### src/rtl/onewire_slave.sv
// onewire_slave: 1-wire bus slave with reset/presence handling, byte receive and CMD_READ-triggered byte transmit.
module onewire_slave #(
  parameter int T_RST = 40000,
  parameter int T_PDH = 3000,
  parameter int T_PDL = 12000,
  parameter int T_SMP = 1500,
  parameter int T_RDL = 3000,
  parameter logic [7:0] CMD_READ = 8'hBE
) (
  input  logic       clk,
  input  logic       rst_n,
  input  logic       dq_in,
  output logic       dq_oe,
  input  logic [7:0] tx_data,
  output logic [7:0] rx_data,
  output logic       rx_valid,
  output logic       tx_done
);
  localparam int M1 = T_RST > T_PDL ? T_RST : T_PDL;
  localparam int M2 = T_PDH > T_SMP ? T_PDH : T_SMP;
  localparam int M3 = M2 > T_RDL ? M2 : T_RDL;
  localparam int MX = M1 > M3 ? M1 : M3;
  localparam int W = $clog2(MX + 1) > 16 ? $clog2(MX + 1) : 16;
  typedef enum logic [2:0] {IDLE, RST_SEEN, PRES_WAIT, PRES_LOW, RX, TX} state_t;
  state_t state, state_n;
  logic s1, s2, s3;
  logic [W-1:0] low_cnt, tmr, tmr_n;
  logic [2:0] cnt, cnt_n;
  logic [7:0] sh, sh_n, txb, txb_n, rx_data_n;
  logic busy, busy_n, first, first_n, rx_valid_n, tx_done_n, dq_oe_n;
  logic fall, rise, rst_hit;
  assign fall = s3 & ~s2;
  assign rise = ~s3 & s2;
  // fires on the cycle the low counter reaches T_RST, and keeps firing while the line stays low
  assign rst_hit = ~s2 & (low_cnt >= W'(T_RST - 1));
  always_ff @(posedge clk or negedge rst_n) begin
    if (!rst_n) begin
      {s1, s2, s3} <= 3'b111;
      low_cnt <= '0;
      state <= IDLE;
      tmr <= '0;
      cnt <= '0;
      sh <= '0;
      txb <= '0;
      busy <= 1'b0;
      first <= 1'b0;
      rx_data <= '0;
      rx_valid <= 1'b0;
      tx_done <= 1'b0;
      dq_oe <= 1'b0;
    end else begin
      {s1, s2, s3} <= {dq_in, s1, s2};
      low_cnt <= s2 ? '0 : (low_cnt == W'(T_RST) ? low_cnt : low_cnt + 1'b1);
      state <= state_n;
      tmr <= tmr_n;
      cnt <= cnt_n;
      sh <= sh_n;
      txb <= txb_n;
      busy <= busy_n;
      first <= first_n;
      rx_data <= rx_data_n;
      rx_valid <= rx_valid_n;
      tx_done <= tx_done_n;
      dq_oe <= dq_oe_n;
    end
  end
  always_comb begin
    state_n = state;
    tmr_n = tmr;
    cnt_n = cnt;
    sh_n = sh;
    txb_n = txb;
    busy_n = busy;
    first_n = first;
    rx_data_n = rx_data;
    rx_valid_n = 1'b0;
    tx_done_n = 1'b0;
    if (rst_hit) begin
      state_n = RST_SEEN;
      tmr_n = '0;
      cnt_n = '0;
      sh_n = '0;
      busy_n = 1'b0;
    end else begin
      case (state)
        RST_SEEN: if (rise) begin
          state_n = PRES_WAIT;
          tmr_n = '0;
        end
        PRES_WAIT: if (tmr == W'(T_PDH - 1)) begin
          state_n = PRES_LOW;
          tmr_n = '0;
        end else tmr_n = tmr + 1'b1;
        PRES_LOW: if (tmr == W'(T_PDL - 1)) begin
          state_n = RX;
          tmr_n = '0;
          cnt_n = '0;
          sh_n = '0;
          first_n = 1'b1;
          busy_n = 1'b0;
        end else tmr_n = tmr + 1'b1;
        RX: if (busy) begin
          if (tmr == W'(T_SMP - 1)) begin
            busy_n = 1'b0;
            sh_n[cnt] = s2;
            cnt_n = cnt + 3'd1;
            if (cnt == 3'd7) begin
              first_n = 1'b0;
              if (first && sh_n == CMD_READ) begin
                state_n = TX;
                txb_n = tx_data;
              end else begin
                rx_data_n = sh_n;
                rx_valid_n = 1'b1;
              end
            end
          end else tmr_n = tmr + 1'b1;
        end else if (fall) begin
          busy_n = 1'b1;
          tmr_n = '0;
        end
        TX: if (busy) begin
          if (tmr == W'(T_RDL - 1)) begin
            busy_n = 1'b0;
            cnt_n = cnt + 3'd1;
            if (cnt == 3'd7) begin
              tx_done_n = 1'b1;
              state_n = IDLE;
            end
          end else tmr_n = tmr + 1'b1;
        end else if (fall) begin
          busy_n = 1'b1;
          tmr_n = '0;
        end
        default: ;
      endcase
    end
    // a 1 bit occupies the slot timer too, so master edges inside it are ignored
    dq_oe_n = state_n == PRES_LOW || (state_n == TX && busy_n && !txb_n[cnt_n]);
  end
endmodule

### config.mk
export PLATFORM = sky130hd
export DESIGN_NAME = onewire_slave
export DESIGN_NICKNAME = d
export VERILOG_FILES = /design/src/rtl/onewire_slave.sv
export SDC_FILE = /design/constraint.sdc
export NUM_CORES = 1
export LEC_CHECK = 0
export CAP_MARGIN = 20
export CORE_MARGIN = 2
export CORE_UTILIZATION = 45
export CTS_CLUSTER_SIZE = 16
export DETAILED_ROUTE_END_ITERATION = 8
export PLACE_DENSITY_LB_ADDON = 0.12
export SLEW_MARGIN = 20
export SYNTH_ARGS = -nofsm -noshare
export SYNTH_HDL_FRONTEND = slang
export SYNTH_SLANG_ARGS = --single-unit
### constraint.sdc
create_clock -name clk -period 2.7 [get_ports clk]
set_clock_uncertainty 0.2 [all_clocks]
set_input_delay 0.405 -clock clk [delete_from_list [all_inputs] [get_ports clk]]
set_output_delay 0.405 -clock clk [all_outputs]
set_load 0.02 [all_outputs]
# == After elaboration in Yosys (flattened, before gate mapping) ==
# Index checks and enable logic that the tools add are counted.
# Widths: inputs -> output; s select.
# op_classes
addsub,3
n_reduce_logical,13
bitwise,7
mul,0
div,0
shifts,0
n_eq_ne,24
n_mux,71
magnitude_cmp,4
# op_table
operator,count
$mux 16,11
$mux 8,10
$pmux 16 s5,1
$mux 3,17
$add 16x1->16 const B,2
$mux 1,24
$eq 16x11->1 const B,1
$eq 16x12->1 const B,1
$eq 16x14->1 const B,1
$eq 16x16->1 const B,1
$ge 16x16->1 const B,1
$pmux 8 s2,1
$pmux 3 s5,1
$eq 3x3->1 const B,4
$ne 3x3->1 const B,4
$reduce_and 6->1,2
$ne 2x2->1 const B,5
$eq 3x2->1 const B,3
$pmux 3 s3,1
$bwmux 8,1
$eq 8x8->1 const B,1
$lt 3x4->1 const B,2
$ne 4x4->1 const B,2
$reduce_and 4->1,2
other kinds (15),23
# word_totals
elab_cells,137
out_inout_bits,11
mem_bits_rw,0
romBits,0
latch_bits,0
reg_bits,70
input_bits,11
n_memories,0

# == Logic depth before layout (Yosys ltp) ==
# logic_depth
depth_word,18
depth_mapped,12
depth_no_buf,11

# == Least setup slack after synthesis ==
# OpenSTA, ideal clock, no wires.
# synth_path
path_kind,flip-flop to flip-flop
startpoint,reg state[0]
endpoint,reg dq_oe
n_path_buf,1
arrival_time_ns,2.634
setup_slack_ns,-0.259
stages_incl_launch_ff,11
path_cell_list,dfrtp_1 buf_6 or3b_1 or4_4 or3_4 nor4_4 nand2_1 mux2_2 o211ai_1 and3_1 o31ai_1
# synth_between
elab_chain_len,10
elab_cells_between_ends,31
# synth_lines
element,line_no,source
start: declaration,25,"state_t state, state_n;"
start signal: assignment,54,state <= state_n;
$mux 3,109,if (first && sh_n == CMD_READ) begin
$mux 3,107,if (cnt == 3'd7) begin
$mux 3,103,if (tmr == W'(T_SMP - 1)) begin
$mux 3,102,RX: if (busy) begin
$pmux 3 s5,85,case (state)
$mux 3,78,if (rst_hit) begin
$eq 3x3->1,139,dq_oe_n = state_n == PRES_LOW || (state_n == TX && busy_n && !txb_n[cnt_n]);
$logic_and 1x1->1 (2 in series),139,
$logic_or 1x1->1 (*),139,
via dq_oe_n,30,"logic busy, busy_n, first, first_n, rx_valid_n, tx_done_n, dq_oe_n;"
end signal: assignment,64,dq_oe <= dq_oe_n;
end: declaration,13,"output logic dq_oe,"
# The timed path passes the listed nets; every way through them passes the cells marked *. The select of a mux whose other input is x is not followed.
# A chain may end at the register's enable or synchronous reset.

# == Worst setup path in the final report ==
# Ends and elaborated chain as after synthesis.

==> metrics list <==
- At the end of routability-driven placement, the weighted congestion stood at 0.925.
* Final routed wire length divided by cell count: 14.5 um
- In this run the standard cell core region covers 8590 um2.
- P_leak: 2.41 nW
* Largest family of logic cells by synthesized area: simple AND/OR/NAND/NOR gates
- Status: finished with violations
- The synthesized netlist devotes 29.3% of its cell area to simple gates.
- Power per cell area: 416 nW/um2
- The first global-routing pass estimated 16.9 mm of wire.
- Number of clock sinks: 70
* Total overflow reported by the global router: 0
- Cells with a size suffix above 1 make up 25.3% of the layout.
- Total nets after synthesis: 466
- In this run the vertical extent of the chip is 97.7 um.
- Effective utilization at floorplan: 46.0%
- The count of nets left with antenna violations once routing finished came out at 0.
- Transition time at the pin with the least slew margin: 0.427 ns
- Number of maximum-capacitance violations: 0
- Buffers placed on the I/O ports in this run total 21.
- Derived from the worst setup path, the maximum achievable clock frequency is 0.333 GHz.
- TritonCTS built the clock tree.
* Minimum setup slack among reg-to-reg paths: -0.30 ns
- DR DRC count: 0
- Final setup viols: 1
- Counting along the longest clock path gives a buffer depth of 2.
* Violated checks: negative setup slack
- Number of buffers created by CTS: 9
- Cell type with the largest total area after synthesis: dfrtp_1
- For the worst-skew pair, the clock arrives at the later sink with an insertion delay of 0.35 ns.
* Worst reg2reg path depth: 9
* Number of warnings printed during yosys synthesis: 0
- The number of global-route vias before repair is 3,501.
- Fraction of registers with async set or reset after synthesis: 100%
- The critical path is of the reg2reg type.
* Layout Nets: 584
- Antenna Diode Count: 0
- Most frequent cells after synthesis: 67 x dfrtp_1, 67 x nand2_1, 47 x o21ai_0, 44 x nor2_1
* Post-synthesis area per instance: 8.79 um2
- In this run, synthesis inferred 0 flip-flops with an integrated enable.
* Cell count after synthesis: 449
- By area the synthesized netlist is led by dfrtp_1 42%, nand2_1 6.4%, o21ai_0 6.0%.
- Relative to the synthesized area, the layout overhead comes to 35.4%.
- Of the available clock period, the critical path in the final layout requires 111%.
- Hpwl dp: 7.10 mm
* Number of vias after detailed routing: 3,641
* GRT Overall Usage: 22.0%
- Reg2reg start: state[0]$_DFF_PN0_
* Clock slew at the register clock pins of the worst setup and hold paths: 0.08 ns
* Final Hold Fails: 0
- For this run, the share of the core covered by cells in the final layout is 62.2%.
* Worst R2R End: dq_oe$_DFF_PN0_
- Following the worst setup path forward leads to its endpoint at dq_oe$_DFF_PN0_.
* Mux cell area share after synthesis: 3.11%
- Startpoint Class: flip-flop
- The initial antenna violation count is 0.
- Before CTS, the worst setup slack after placement is -0.267 ns.
- CP max FO: 4
- In the post-route analysis, the smallest setup slack over all paths is -0.305 ns.
- M1 wire length: 5.09 mm
- VDD sags by at most 253 uV.
- Headroom to the max-slew limit came out at 71.5%.
* Worst EP arrival: 3.04 ns
- Vias per std cell: 5.35
- The die covers 9540 um2.
* Final Max Slew Viols: 0
- Fraction of the yosys area taken by sequential cells: 44.5%
- Entering global routing, the biggest net connects 71 pins.
* Critical Path Start: state[0]$_DFF_PN0_
- Die Span X: 97.7 um
- Total of flip-flops plus latches after synthesis: 70
- The synthesized netlist devotes 15.5% of its cell area to compound gates.
* Post-synth top area share: 42.5%
- Unrepaired setup endpoints after global routing: yes
- Period minus WS final: 3.00 ns
- Area of the mapped netlist: 3950 um2
* Clk root buf: clkbuf_8
- After synthesis, the netlist uses 59 different library cells.
* Dominant register cell in the synthesized netlist: dfrtp_1
* Pre-antenna DRT Iters: 4
* Starting DRT DRC Count: 266
- FP Rows: 34
* Final wirelength: 9.88 mm
- Summed over all failing endpoints, the final setup total negative slack is -0.305 ns.
- Of the total synthesized cell area, the portion taken by full adders, half adders and majority gates is 1.90%.
- Power after layout: 2.22 mW
- I/O Pins: 22
- Worst hold-check path type: reg2reg
- STA classifies the critical path endpoint as a flip-flop.
- Worst Path Required: 2.73 ns
- Wire length on met3: 428 um
- After Yosys synthesis, XOR and XNOR cells account for 2.66% of the synthesized area.
- Highest metal layer with signal wires: met4
- The H-tree was split into 3 levels.
* Detail Route met2 WL: 4.31 mm
cell type report:
cell class	instances	area, um2
Fill cell	722	3250
Multi-Input combinational cell	350	2150
Sequential cell	70	1760
Timing Repair Buffer	124	1010
Clock buffer	11	151
Tap cell	108	135
Clock inverter	5	104
Inverter	12	45.0
through the flow:
stage / cells / cell area [um2] / hold WS, ns
after detailed placement: 660 / 4980 / 0.152
after global routing: 680 / 5350 / 0.169
after CTS: 677 / 5260 / 0.167
after global placement: 660 / 4980 / 0.151
after floorplan: 449 / 3960 / -0.0906
final: 680 / 5350 / 0.163
how the worst min path moves through the flow:
stage | start | end | slack (ns) | depth (start not counted)
6_report | s1$_DFF_PN1_ | s2$_DFF_PN1_ | 0.16 | 0
3_5_place_dp | s1$_DFF_PN1_ | s2$_DFF_PN1_ | 0.15 | 0
4_1_cts | s1$_DFF_PN1_ | s2$_DFF_PN1_ | 0.17 | 0
5_1_grt | s1$_DFF_PN1_ | s2$_DFF_PN1_ | 0.17 | 0
2_1_floorplan | rst_n | busy$_DFF_PN0_ | -0.09 | 0
3_3_place_gp | s1$_DFF_PN1_ | s2$_DFF_PN1_ | 0.15 | 0
flip-flops by register name (all words and copies together) (netlist names):
name / flops
busy: 1
cnt: 3
dq_oe: 1
first: 1
low_cnt: 16
rx_data: 8
rx_valid: 1
s1: 1
s2: 1
s3: 1
sh: 8
state: 3
tmr: 16
tx_done: 1
txb: 8
critical path: stages, from the launching register on:
cell	delay, ns
dfrtp_1	0.38
or3b_4	0.40
or4_4	0.51
or3_4	0.40
nor4_4	0.27
nand2_1	0.14
mux2_2	0.29
o211ai_1	0.09
and3_1	0.17
o31ai_1	0.06
cell usage in the layout, fill, tap and decap left out, types with 4 or more instances in the layout:
cell	Yosys	layout
buf_4	0	100
nand2_1	67	67
dfrtp_1	67	67
o21ai_0	47	46
nor2_1	44	42
clkdlybuf4s50_1	0	20
nand3_1	17	17
a21oi_1	17	17
and3_1	15	15
inv_1	12	12
clkbuf_8	0	11
mux2i_1	10	10
nor2b_1	9	9
xor2_1	9	9
nor3_1	7	7
nand2b_1	7	7
nand3b_1	7	7
o31ai_1	10	7
or3_1	6	6
ha_1	6	6
a211oi_1	5	4
nand4_1	4	4
a31oi_1	5	4
and2_1	4	4
nor4_1	4	4
or2_2	4	4
where the power goes:
group / switching [mW] / total (mW) / internal [mW]
clock: 0.426 / 1.09 / 0.666
combinational: 0.0409 / 0.0722 / 0.0313
sequential: 0.00432 / 1.06 / 1.06
per-layer routing:
layer,up-vias,GRT usage (%)
li1,1832,-
met1,1743,33.2
met2,62,32.3
met3,4,5.11
met4,0,5.02
met5,-,0
timing repair:
item                                    4_1_cts  5_1_grt
setup buffers                                 0        3
resized for setup                             2       10
hold endpoints to repair                     67        0
pin swaps                                     0        1
hold buffers                                  1        0
endpoints found under the setup margin        4       17
cells by family after synthesis:
| kind of cell | Yosys count |
|---|---|
| compound gates | 102 |
| xor+xnor | 12 |
| fa+ha+maj | 6 |
| buf+inv | 29 |
| flops | 70 |
| mux | 12 |
| simple gates | 218 |
Power figures use the tool's default switching activity.
